### src/rtl/multi_shift_pkg.sv
// multi_shift_pkg: shift mode and FSM state encodings shared by the shift register.
package multi_shift_pkg;
   typedef enum logic [2:0] {
      OP_HOLD = 3'b000,
      OP_SLL  = 3'b001,
      OP_SRL  = 3'b010,
      OP_SRA  = 3'b011,
      OP_ROL  = 3'b100,
      OP_ROR  = 3'b101
   } shift_op_t;
   typedef enum logic [1:0] {
      IDLE  = 2'd0,
      SHIFT = 2'd1,
      DONE  = 2'd2
   } shift_state_t;
endpackage

### src/rtl/shift_step.sv
// shift_step: combinational single-position shifter for all shift modes.
module shift_step
   import multi_shift_pkg::*;
#(
   parameter int WIDTH = 16
) (
   input  logic [WIDTH-1:0] word,
   input  shift_op_t        op,
   input  logic             serial_in,
   output logic [WIDTH-1:0] next_word,
   output logic             out_bit
);
   always_comb begin
      next_word = word;
      out_bit   = 1'b0;
      case (op)
         OP_SLL: begin
            next_word = {word[WIDTH-2:0], serial_in};
            out_bit   = word[WIDTH-1];
         end
         OP_SRL: begin
            next_word = {serial_in, word[WIDTH-1:1]};
            out_bit   = word[0];
         end
         OP_SRA: begin
            next_word = {word[WIDTH-1], word[WIDTH-1:1]};
            out_bit   = word[0];
         end
         OP_ROL: begin
            next_word = {word[WIDTH-2:0], word[WIDTH-1]};
            out_bit   = word[WIDTH-1];
         end
         OP_ROR: begin
            next_word = {word[0], word[WIDTH-1:1]};
            out_bit   = word[0];
         end
         default: begin
            next_word = word;
            out_bit   = 1'b0;
         end
      endcase
   end
endmodule

### src/rtl/multi_shift_register.sv
// multi_shift_register: loadable register with bit-serial multi-position shift
// under a start/busy/done handshake.
module multi_shift_register
   import multi_shift_pkg::*;
#(
   parameter int WIDTH     = 16,
   parameter int AMT_WIDTH = $clog2(WIDTH) + 1
) (
   input  logic                 clock,
   input  logic                 reg_reset_n,
   input  logic [WIDTH-1:0]     reg_in,
   input  logic                 reg_wr,
   input  logic                 start,
   input  logic [2:0]           op,
   input  logic [AMT_WIDTH-1:0] amount,
   input  logic                 serial_in,
   output logic [WIDTH-1:0]     reg_out,
   output logic                 serial_out,
   output logic                 busy,
   output logic                 done
);
   shift_state_t         state;
   shift_op_t            op_q;
   logic [AMT_WIDTH-1:0] count;
   logic [WIDTH-1:0]     next_word;
   logic                 out_bit;

   shift_step #(.WIDTH(WIDTH)) u_step (
      .word      (reg_out),
      .op        (op_q),
      .serial_in (serial_in),
      .next_word (next_word),
      .out_bit   (out_bit)
   );

   // busy mirrors state != IDLE but is kept as its own flop so every output is registered
   always_ff @(posedge clock or negedge reg_reset_n) begin
      if (!reg_reset_n) begin
         state      <= IDLE;
         op_q       <= OP_HOLD;
         count      <= '0;
         reg_out    <= '0;
         serial_out <= 1'b0;
         busy       <= 1'b0;
         done       <= 1'b0;
      end else begin
         done <= 1'b0;
         case (state)
            IDLE: begin
               if (reg_wr) begin
                  reg_out    <= reg_in;
                  serial_out <= 1'b0;
               end else if (start) begin
                  op_q  <= shift_op_t'(op);
                  count <= amount;
                  busy  <= 1'b1;
                  state <= (amount == '0) ? DONE : SHIFT;
                  done  <= (amount == '0);
               end
            end
            SHIFT: begin
               if (reg_wr) begin
                  reg_out    <= reg_in;
                  serial_out <= 1'b0;
                  busy       <= 1'b0;
                  state      <= IDLE;
               end else begin
                  reg_out    <= next_word;
                  serial_out <= out_bit;
                  count      <= count - 1'b1;
                  state      <= (count == AMT_WIDTH'(1)) ? DONE : SHIFT;
                  done       <= (count == AMT_WIDTH'(1));
               end
            end
            DONE: begin
               if (reg_wr) begin
                  reg_out    <= reg_in;
                  serial_out <= 1'b0;
               end
               busy  <= 1'b0;
               state <= IDLE;
            end
            default: begin
               busy  <= 1'b0;
               state <= IDLE;
            end
         endcase
      end
   end
endmodule

### config.mk
export PLATFORM = sky130hd
export DESIGN_NAME = multi_shift_register
export DESIGN_NICKNAME = d
export VERILOG_FILES = /design/src/rtl/multi_shift_pkg.sv /design/src/rtl/shift_step.sv /design/src/rtl/multi_shift_register.sv
export SDC_FILE = /design/constraint.sdc
export NUM_CORES = 1
export LEC_CHECK = 0
export CAP_MARGIN = 30
export CORE_MARGIN = 3
export CORE_UTILIZATION = 51
export DETAILED_ROUTE_END_ITERATION = 16
export GPL_TIMING_DRIVEN = 0
export PLACE_DENSITY = 0.82
export SLEW_MARGIN = 20
export SYNTH_ARGS = -nofsm -noshare
export SYNTH_HDL_FRONTEND = slang
export SYNTH_SLANG_ARGS = --single-unit
### constraint.sdc
create_clock -name clock -period 4.3 [get_ports clock]
set_input_delay 0.645 -clock clock [delete_from_list [all_inputs] [get_ports clock]]
set_output_delay 0.645 -clock clock [all_outputs]
set_load 0.01 [all_outputs]
# Yosys cells after proc, flatten, opt, wreduce, memory -nomap -nowiden
# Index checks and enable logic that the tools add are counted.
[word_totals] ff_bits=29 input_bits=29 output_inout_bits=19 word_cells=65
[op_classes] addsub=1 n_eq_ne=16 mux=25 bitwise_logic=1 reduce_logical=14
[op_table] operator="$pmux 16 s5" count=1
[op_table] operator="$mux 16" count=2
[op_table] operator="$pmux 16 s2" count=1
[op_table] operator="$mux 5" count=3
[op_table] operator="$mux 2" count=5
[op_table] operator="$pmux 5 s2" count=1
[op_table] operator="$reduce_and 3->1" count=3
[op_table] operator="$ne 2x2->1 const B" count=4
[op_table] operator="$pmux 1 s2" count=4
[op_table] operator="$reduce_and 4->1" count=2
[op_table] operator="$mux 1" count=7
[op_table] operator="$ne 7x2->1 const B" count=1
[op_table] operator="$eq 3x2->1 const B" count=2
[op_table] operator="$eq 3x3->1 const B" count=2
[op_table] operator="$ne 6x2->1 const B" count=1
[op_table] operator="$eq 5x1->1 const B" count=1
[op_table] operator="$logic_not 5->1" count=1
[op_table] operator="$sub 5x1->5 const B" count=1
[op_table] operator="$pmux 2 s2" count=1
[op_table] operator="$reduce_and 2->1" count=2
[op_table] operator="$reduce_bool 2->1" count=2
[op_table] operator="$reduce_or 2->1" count=2
[op_table] operator="$eq 3x1->1 const B" count=1
[op_table] operator="$ne 3x3->1 const B" count=1
[op_table] operator="other kinds (6)" count=6

# Longest topological paths before layout
[depth] ltp_word=5 ltp_mapped=6

# Modules after synthesis
# Synthesis repeated with hierarchy kept, for this count alone.
[unflattened] cells_unflattened=232 area_unflattened_um2=2288.4
[modules_own_cells] module="multi_shift_register" instances=1 cells_each=129 area_per_inst_um2=1571.5
[modules_own_cells] module="shift_step" instances=1 cells_each=103 area_per_inst_um2=716.9

# Worst setup path before layout
# No wires, ideal clock.
[synth_timing] path_type="input port to flip-flop" from="input reg_wr" to="register reg_out[5]" setup_ps=82 arrival_ps=1603 t_required_ps=4218 slack_ps=2615 cell_stages=5 n_path_buf=2 path_cell_list="buf_2 > nand2b_1 > clkbuf_1 > a311o_1 > a31oi_1"
[synth_between] elab_chain_len=2 elab_cells_between_ends=5 classes_between="2 x eq/ne; 2 x mux; 1 x reduce/logical"
[synth_rtl] element="start, declared" line="multi_shift_register.sv:12" rtl="input logic reg_wr,"
[synth_rtl] element="$ne 7x2->1 (no source line) (tied with other cells)"
[synth_rtl] element="$reduce_and 3->1 (no source line) / $pmux 16 s2 (equally long branches)"
[synth_rtl] element="end signal, assigned" line="multi_shift_register.sv:51" rtl="reg_out <= reg_in;"
[synth_rtl] element="end signal, assigned" line="multi_shift_register.sv:63" rtl="reg_out <= reg_in;"
[synth_rtl] element="end signal, assigned" line="multi_shift_register.sv:68" rtl="reg_out <= next_word;"
[synth_rtl] element="end, declared" line="multi_shift_register.sv:17" rtl="output logic [WIDTH-1:0] reg_out,"
# Parallel ways exist; a longest one is shown, timed or not.
# A chain may end at the register's enable or synchronous reset.

# Final worst setup path
[layout_timing] from="register reg_out[0]" to="output reg_out[0]"
# No word-level cell between the ends.

==> results_dict.tcl <==
set metrics [dict create \
    cts_setup_buffers 0 \
    outcome "finished clean" \
    fin_nets 335 \
    htreeDepth 2 \
    wl_met1_mm 2.47 \
    fp-row-count 22 \
    fin_skew_ps 2.48 \
    yosysWarnings 0 \
    start_util 0.537 \
    antenna_left 0 \
    synth.avg_cell_area_sq_um 7.96 \
    arrival_ps 1350 \
    fin_crit_ps 1990 \
    syn-num-nets 282 \
    numCtsBuffers 5 \
    tns_ps 0 \
    pin_count 48 \
    met2WireLength_mm 2.40 \
    rsz0062_at_grt "no" \
    dp_cells 345 \
    die_x_microns 68.6 \
    grt-ovfl-total 0 \
    coreArea_sq_mm 0.00372 \
    grt_pass1_wl_mm 9.11 \
    leakage_nw 1.07 \
    cts_tree "yes" \
    grt_start_max_net_pins 30 \
    cts_root_buf "clkbuf_8" \
    vias_per_cell 5.91 \
    hold_violations 0 \
    drc 0 \
    areaGrowthSynthToFinish_pct 30.9 \
    hp-class "in2async" \
    cp-start-kind "register" \
    max_stage_delay_ps 590 \
    cp_max_fo 7 \
    stdcell_count 353 \
    grt.total_usage 0.260 \
    grt_pass1_vias 1939 \
    netlist_instances 251 \
    drive_gt1_frac 0.0918 \
    clk_pin_slew_ps 60 \
    cp_top_family "buffers and inverters" \
    cap_violations 0 \
    die_area_sq_mm 0.00470 \
    die_h_microns 68.6 \
    dr.pass1.iters 4 \
    cp.required_ps 3650 \
    synth_seq_cells 29 \
    wire_per_inst_microns 15.5 \
    post-route-period-util 0.463 \
    gp_congestion 0.873 \
    routed_wirelength_mm 5.45 \
    slew_headroom 0.572 \
    portBuffers 46 \
    highest-signal-layer "met4" \
    synth_cell_types 36 \
    cp_num_buf_inv 1 \
    p_per_area_mw_per_mm2 452 \
    hold_buffers 0 \
    end_kind "output port" \
    syn-cell-area_sq_mm 0.00200 \
    crit_type "reg2out" \
    crit_chain "clkdlybuf4s50_1" \
    setup_violations 0 \
    antenna_found_initial 0 \
    clk_path_buf_depth 2 \
    vias 2086 \
    first_iter_violations 186 \
    critPathSlowestCell "clkdlybuf4s50_1" \
    cts_resized 0 \
    worst_ir_drop_vdd_mv 0.266 \
    hpwl_mm 3.67 \
    cts_sinks 29 \
    wl_met3_microns 457 \
    ys_seq_area_frac 0.363 \
    worstMarginPinSlew_ps 642 \
    fmax_mhz 502 \
    drv_slew 0 \
    antenna_cells 0 \
    worst_skew_pair.late_latency_ps 290 \
]
==> layout make-up <==
type / count / area, sq um
Tap cell: 48 / 60.1
Timing Repair Buffer: 46 / 455
Clock buffer: 7 / 96.3
Inverter: 4 / 15.0
Clock inverter: 1 / 5.00
Multi-Input combinational cell: 197 / 1150
Buffer: 21 / 101
Sequential cell: 29 / 726
Fill cell: 317 / 1100
==> flip-flops by register name (all words and copies together) (netlist names) <==
signal and count:
reg_out 16, busy 1, op_q 3, count 5, serial_out 1, state 2, done 1
==> report_power, final <==
part | switching [mW] | internal (mW)
registers | 0.0871 | 0.335
clock network | 0.108 | 0.144
logic | 0.265 | 0.242
==> final timing paths <==
check                             endpoint  slack, ps  cells after the start         from
worst max-delay path            reg_out[0]       2310                      1   reg_out[0]
worst min-delay path            serial_out        380                      1  reg_reset_n
worst max register to register  serial_out       2620                      6      op_q[2]
worst min register to register    count[1]        520                      2     count[1]
max in group asynchronous       reg_out[8]       3500                      1  reg_reset_n
min in group clock                count[1]        520                      2     count[1]
==> cells by family after synthesis <==
family,after synthesis,synth area share
simple gates,112,0.259
compound gates,78,0.280
flops,29,0.363
buf+inv,25,0.0583
mux,4,0.0219
fa+ha+maj,2,0.0125
xor+xnor,1,0.00439
==> synth_stat cells, drive strengths merged <==
master	instances	area [sq um]
or3	1	6.26
nor4	1	6.26
inv	4	15.0
nand2b	6	37.5
nor3	3	15.0
clkbuf	7	26.3
a31oi	16	100
nand2	49	184
a22oi	2	15.0
xor2	1	8.76
and2b	1	7.51
or2b	1	7.51
mux2i	1	10.0
buf	14	75.1
o21ai	17	85.1
nand3b	1	7.51
nor4bb	1	10.0
ha	2	25.0
a21bo	1	10.0
nor3b	2	15.0
nor2b	17	106
o32ai	2	17.5
mux2	3	33.8
a211oi	15	118
o31ai	1	7.51
a32oi	1	8.76
a311oi	2	17.5
nor2	26	97.6
a311o	15	150
dfrtp	29	726
and2	2	12.5
a21oi	6	30.0
nand3	1	5.00
==> layer usage <==
layer  GRT usage  vias up
met3      0.0891       13
met1       0.353      968
met5           0        -
li1            -     1014
met4       0.102        0
met2       0.379       91
==> stage by stage <==
stage / cell area, sq um / worst slack (ps) / power, mW / util / hold slack [ps]
detailed placement: 2510 / 2240 / 0.922 / 0.676 / 504
floorplan: 2000 / 2620 / 0.722 / - / 349
CTS: 2610 / 2310 / 1.18 / 0.703 / 399
global route: 2610 / 2270 / 1.27 / 0.703 / 428
global placement: 2520 / 2080 / 0.914 / 0.677 / 487
finish: 2610 / 2310 / 1.18 / 0.703 / 375
==> cell usage in the layout (no fill, tap or decap), drive strengths merged, types with 2 or more instances in the layout <==
cell           Yosys  final
nor3               3      3
clkbuf             7     14
mux2               3      3
a211oi            15     15
nor2              26     26
inv                4      4
a311oi             2      2
a22oi              2      2
clkdlybuf4s50      0     45
and2               2      2
a21oi              6      6
a311o             15     15
o32ai              2      2
a31oi             16     16
nand2             49     49
buf               14     15
nor2b             17     17
o21ai             17     17
nor3b              2      2
dfrtp             29     29
ha                 2      2
nand2b             6      6
No activity file was read; power rests on OpenSTA's default activity.
